--- src/rtl/school_seating_system.sv ---
// ---------------------------------------------------------------------------
// school_seating_system
//
// Purpose:
//   Tracks 32 classroom seats. Each seat record holds a student ID, a seat
//   state (FREE / RESERVED / OCCUPIED / AWAY) and, when the auto-release
//   feature is built in, the minute at which the record was last written.
//   A student may hold at most one non-FREE seat. Writes that would break
//   that rule, or that try to claim a seat with the NULL ID, are rejected
//   and flagged on err for one cycle.
//
// Build option:
//   SEAT_AUTO_RELEASE_EN - when defined, RESERVED and AWAY seats whose age
//   reaches TIMEOUT minutes fall back to FREE automatically and release_evt
//   pulses. When undefined, timestamps are not stored and seats only change
//   through writes; release_evt is constant 0.
//
// Parameters:
//   TIMEOUT     - minutes a RESERVED/AWAY seat may persist (1..2047)
//
// Ports:
//   clk         in   1  rising-edge clock
//   reset       in   1  asynchronous, active-high reset
//   Time        in  11  current time in minutes, wraps modulo 2048
//   Student_No  in  25  student ID, all-ones is the NULL ID
//   Seat_No     in   5  seat index, write target and read address
//   write       in   1  write strobe
//   Seat_State  in   2  requested state (00 FREE, 01 RES, 10 OCC, 11 AWAY)
//   rd_student  out 25  stored ID of seat Seat_No (combinational)
//   rd_state    out  2  stored state of seat Seat_No (combinational)
//   free_count  out  6  registered number of FREE seats
//   err         out  1  registered one-cycle pulse for a rejected write
//   release_evt out  1  registered one-cycle pulse after any auto-release
// ---------------------------------------------------------------------------
module school_seating_system #(
  parameter int TIMEOUT = 30
) (
  input  logic        clk,
  input  logic        reset,
  input  logic [10:0] Time,
  input  logic [24:0] Student_No,
  input  logic [4:0]  Seat_No,
  input  logic        write,
  input  logic [1:0]  Seat_State,
  output logic [24:0] rd_student,
  output logic [1:0]  rd_state,
  output logic [5:0]  free_count,
  output logic        err,
  output logic        release_evt
);

  localparam logic [1:0]  ST_FREE     = 2'b00;
  localparam logic [1:0]  ST_RESERVED = 2'b01;
  localparam logic [1:0]  ST_OCCUPIED = 2'b10;
  localparam logic [1:0]  ST_AWAY     = 2'b11;
  localparam logic [24:0] NULL_ID     = 25'h1FFFFFF;

  // Committed seat records
  logic [24:0] r_seatId    [32];
  logic [1:0]  r_seatState [32];

  // Next-state view of the records
  logic [24:0] w_nextId    [32];
  logic [1:0]  w_nextState [32];
  logic [5:0]  w_nextFree;

  logic w_dupHit;
  logic w_reject;
  logic w_accept;
  logic w_occupiedUnusedTag;

`ifdef SEAT_AUTO_RELEASE_EN
  localparam logic [10:0] TIMEOUT_MIN = 11'(TIMEOUT);

  logic [10:0] r_seatTs  [32];
  logic [10:0] w_nextTs  [32];
  logic [10:0] w_elapsed [32];
  logic [31:0] w_release;
  logic        r_releaseEvt;
`else
  logic w_unusedBits;
`endif

  // OCCUPIED only matters as "not FREE"; keep the name for readability.
  assign w_occupiedUnusedTag = (Seat_State == ST_OCCUPIED);

  // Zero-latency read port.
  assign rd_student = r_seatId[Seat_No];
  assign rd_state   = r_seatState[Seat_No];

  // One seat per student: look for the requested ID already sitting in some
  // other non-FREE seat. The target seat itself is excluded so a student can
  // change the state of their own seat.
  always_comb begin
    w_dupHit = 1'b0;
    for (int i = 0; i < 32; i++) begin
      if ((5'(i) != Seat_No) && (r_seatState[i] != ST_FREE) &&
          (r_seatId[i] == Student_No)) begin
        w_dupHit = 1'b1;
      end
    end
  end

  // Freeing a seat is always allowed; claiming needs a real, unique ID.
  assign w_reject = write && (Seat_State != ST_FREE) &&
                    ((Student_No == NULL_ID) || w_dupHit);
  assign w_accept = write && !w_reject;

`ifdef SEAT_AUTO_RELEASE_EN
  // Age of every seat in parallel. Modulo-2048 subtraction handles the
  // wrap of the free-running minute counter. A seat that is being written
  // this cycle is not released: the write refreshes it instead.
  always_comb begin
    for (int i = 0; i < 32; i++) begin
      w_elapsed[i] = Time - r_seatTs[i];
      w_release[i] = ((r_seatState[i] == ST_RESERVED) ||
                      (r_seatState[i] == ST_AWAY)) &&
                     (w_elapsed[i] >= TIMEOUT_MIN) &&
                     !(w_accept && (Seat_No == 5'(i)));
    end
  end
`else
  assign w_unusedBits = ^{Time, TIMEOUT[0], w_occupiedUnusedTag};
`endif

  // Build the records as they will look after this edge: auto-releases
  // first, then the accepted write on top. The free count is taken from
  // this same view so it moves together with the records.
  always_comb begin
    for (int i = 0; i < 32; i++) begin
      w_nextId[i]    = r_seatId[i];
      w_nextState[i] = r_seatState[i];
`ifdef SEAT_AUTO_RELEASE_EN
      w_nextTs[i]    = r_seatTs[i];
      if (w_release[i]) begin
        w_nextState[i] = ST_FREE;
        w_nextId[i]    = NULL_ID;
      end
`endif
    end

    if (w_accept) begin
      w_nextState[Seat_No] = Seat_State;
      w_nextId[Seat_No]    = (Seat_State == ST_FREE) ? NULL_ID : Student_No;
`ifdef SEAT_AUTO_RELEASE_EN
      w_nextTs[Seat_No]    = Time;
`endif
    end

    w_nextFree = 6'd0;
    for (int i = 0; i < 32; i++) begin
      if (w_nextState[i] == ST_FREE) begin
        w_nextFree = w_nextFree + 6'd1;
      end
    end
  end

  // Record storage and registered status outputs.
  always_ff @(posedge clk or posedge reset) begin
    if (reset) begin
      for (int i = 0; i < 32; i++) begin
        r_seatId[i]    <= NULL_ID;
        r_seatState[i] <= ST_FREE;
`ifdef SEAT_AUTO_RELEASE_EN
        r_seatTs[i]    <= 11'd0;
`endif
      end
      free_count <= 6'd32;
      err        <= 1'b0;
`ifdef SEAT_AUTO_RELEASE_EN
      r_releaseEvt <= 1'b0;
`endif
    end else begin
      for (int i = 0; i < 32; i++) begin
        r_seatId[i]    <= w_nextId[i];
        r_seatState[i] <= w_nextState[i];
`ifdef SEAT_AUTO_RELEASE_EN
        r_seatTs[i]    <= w_nextTs[i];
`endif
      end
      free_count <= w_nextFree;
      err        <= w_reject;
`ifdef SEAT_AUTO_RELEASE_EN
      r_releaseEvt <= |w_release;
`endif
    end
  end

`ifdef SEAT_AUTO_RELEASE_EN
  assign release_evt = r_releaseEvt;
`else
  assign release_evt = 1'b0;
`endif

endmodule

--- config.mk ---
export PLATFORM = sky130hd
export DESIGN_NAME = school_seating_system
export DESIGN_NICKNAME = d
export VERILOG_FILES = /design/src/rtl/school_seating_system.sv
export SDC_FILE = /design/constraint.sdc
export NUM_CORES = 2
export LEC_CHECK = 0
export CELL_PAD_IN_SITES_DETAIL_PLACEMENT = 0
export CELL_PAD_IN_SITES_GLOBAL_PLACEMENT = 1
export CORE_ASPECT_RATIO = 1.2
export CORE_MARGIN = 2
export CORE_UTILIZATION = 51
export DETAILED_ROUTE_END_ITERATION = 10
export PLACE_DENSITY = 0.92
export SLEW_MARGIN = 10
export SYNTH_ARGS = -nofsm -noshare
export SYNTH_HDL_FRONTEND = slang
export SYNTH_SLANG_ARGS = --single-unit
export TNS_END_PERCENT = 1
--- constraint.sdc ---
create_clock -name clk -period 39.9 [get_ports clk]
set_input_delay 7.98 -clock clk [delete_from_list [all_inputs] [get_ports clk]]
set_output_delay 7.98 -clock clk [all_outputs]
set_load 0.05 [all_outputs]
==> results.json <==
{
  "routed_via_density": 6.70,
  "tns_ps": 0,
  "cp-startpoint": "Seat_No[1]",
  "worstMarginPinSlew_ps": 1380,
  "h-tree-depth": 3,
  "first_pass_iters": 6,
  "start_util": 0.514,
  "drc": 0,
  "syn_nets": 5711,
  "cp_top_family": "adder cells",
  "area_delta_synth_final_pct": 8.02,
  "dieArea_um2": 111000,
  "slowest_delay_ps": 730,
  "wl_per_cell_um": 33.0,
  "grt_pass1_wl_mm": 324,
  "grt_util_all_layers": 0.407,
  "synth_ff_type": "dfstp_2",
  "ys_seq_area_frac": 0.412,
  "post-place-ws_ps": 6370,
  "rsz0062_at_grt": "false",
  "hold_path.class": "reg2reg",
  "netlist_area_um2": 55300,
  "grt_antenna_before_repair": 15,
  "hp-start": "r_seatId[700]",
  "gp_congestion": 1.02,
  "worst_path_max_delay_cell": "nor4_4",
  "clock_latency_ps": 720,
  "worst-path-buf-inv": 15,
  "crit_top_cell": "ha_1",
  "numCtsBuffers": 92,
  "critPathArrivalTime_ps": 33800,
  "worst_setup_path_end_kind": "register",
  "clockBufferDepth": 3,
  "wirelength_mm": 228,
  "synth_edf_count": 0,
  "root_buffer": "clkbuf_16",
  "hpwl_mm": 160,
  "grt.overflow.total": 0,
  "hold_viol_final": 0,
  "netlist_instances": 5634,
  "path_class": "in2reg",
  "cts_tree": "done",
  "port_buffers": 68,
  "clk_pin_slew_ps": 70,
  "r2r_start": "r_seatState[18]",
  "crit_fanout": 52,
  "ant_nets": 0,
  "ctsHoldBuffers": 0,
  "min_period_over_period": 0.832,
  "start_kind": "primary input",
  "layoutNonFillerInstCount": 6926,
  "drv_cap": 0,
  "required_ps": 40520,
  "coreArea_um2": 108000,
  "finalNetCount": 5523,
  "ctsResizeCount": 0,
  "fin_crit_ps": 33180,
  "die_x_um": 305,
  "slew_violations": 0,
  "layout_setup_ws_ps": 6720,
  "cts.sink_count": 871,
  "grt_pass1_vias": 44500,
  "layout-drive-gt1-share": 0.267,
  "synth_cell_types": 101,
  "die_h_um": 365,
  "yosysWarnings": 0,
  "dp.cells": 6759,
  "status": "complete, no violations",
  "via_count": 46400,
  "setup_viol": 0,
  "fin_util": 0.555,
  "async_flop_share": 1.00,
  "postSynthAreaPerCell_um2": 9.82,
  "ys_ff_latch": 871,
  "clock.fmax_mhz": 30.1,
  "relSlewSlack": 0.0819,
  "grt_start_max_net_pins": 188,
  "row_count": 132,
  "io_pins": 81,
  "post-cts-setup-buffers": 0,
  "drt_iter0_drc": 5699,
  "finClkSkew_ps": 41.1
}
[cell type report]
class	instances	area [um2]
Fill cell	9459	47900
Multi-Input combinational cell	4249	30500
Sequential cell	871	22800
Clock buffer	141	2750
Tap cell	1407	1760
Timing Repair Buffer	176	1440
Clock inverter	22	302
Inverter	56	218
Antenna cell	4	10.0
[flip-flops by register name, indices dropped and copies added (netlist names)]
| register | count |
|---|---|
| r_seatState | 64 |
| free_count | 6 |
| err | 1 |
| r_seatId | 800 |
[cells by family after synthesis]
kind of cell             count (synthesis)  synth area share
AO/OA/AOI/OAI                         1174             0.123
flip-flops                             871             0.412
multiplexers                           302             0.105
XOR/XNOR                               901             0.150
other                                    1         0.0000678
AND/OR/NAND/NOR                       1839             0.161
adder cells (fa/ha/maj)                 32           0.00719
buffers and inverters                  514            0.0432
[synth_stat cells, drive strengths merged, types with 15 or more instances]
cell,instances,area (um2)
a2111oi,39,345
nor3,25,159
nor4b,41,372
inv,56,210
a22oi,110,826
mux2i,30,300
a211oi,26,208
nor2,571,2150
ha,31,388
nand3,82,423
xnor2,98,1060
xor2,794,7010
o21ai,462,2310
a21oi,405,2030
dfrtp,70,1750
nand2,538,2020
mux4,216,4860
a31oi,15,93.8
o31ai,16,163
clkbuf,306,1150
or2,19,119
o22ai,34,213
nand4,111,694
nor2b,70,438
mux2,56,631
nor4,316,2020
buf,152,1030
dfstp,801,21000
[worst paths after layout]
| check | endpoint | slack (ps) | cells after the start |
|---|---|---|---|
| worst max-delay path | free_count[5] | 6720 | 120 |
| worst min-delay path | r_seatId[700] | 490 | 2 |
| worst max register to register | free_count[5] | 15090 | 116 |
| worst min register to register | r_seatId[700] | 490 | 2 |
| max in group asynchronous | r_seatState[32] | 29950 | 4 |
| min in group asynchronous | r_seatId[706] | 8160 | 2 |
[worst min-delay path: cells and delay by family (launching register included)]
family	cells	cell delay, ps
AO/OA/AOI/OAI	1	70
flip-flops	1	370
AND/OR/NAND/NOR	1	40
[layout by cell type, fill, tap and decap left out, drive strengths merged, types with 11 or more instances in the layout]
cell and count:
a2111oi 39, a211oi 26, a21oi 405, a22oi 110, a31oi 15, and2 11, and3 14, buf 135
clkbuf 141, clkdlybuf4s50 41, dfrtp 70, dfstp 801, ha 31, inv 60, mux2 56, mux2i 30
mux4 216, nand2 538, nand2b 13, nand3 82, nand4 111, nor2 571, nor2b 70, nor3 25
nor4 316, nor4b 41, o21ai 462, o22ai 34, o31ai 16, or2 19, xnor2 98, xor2 794
[per-layer routing]
metal | routed length (um) | GRT usage | vias to the layer above
li1 | - | - | 19700
met1 | 83500 | 0.500 | 23100
met5 | 75 | 0 | -
met2 | 97900 | 0.605 | 2880
met4 | 20100 | 0.304 | 12
met3 | 26800 | 0.125 | 738
[stage by stage]
stage | instance area, um2 | hold slack (ps)
floorplan | 55300 | 471
detailed placement | 56700 | 487
finish | 59800 | 492
global route | 59800 | 507
CTS | 59800 | 496
global placement | 56700 | 478
Power is not shown: default switching activity piles up to over one toggle a cycle in this logic, so the estimate is an artifact.
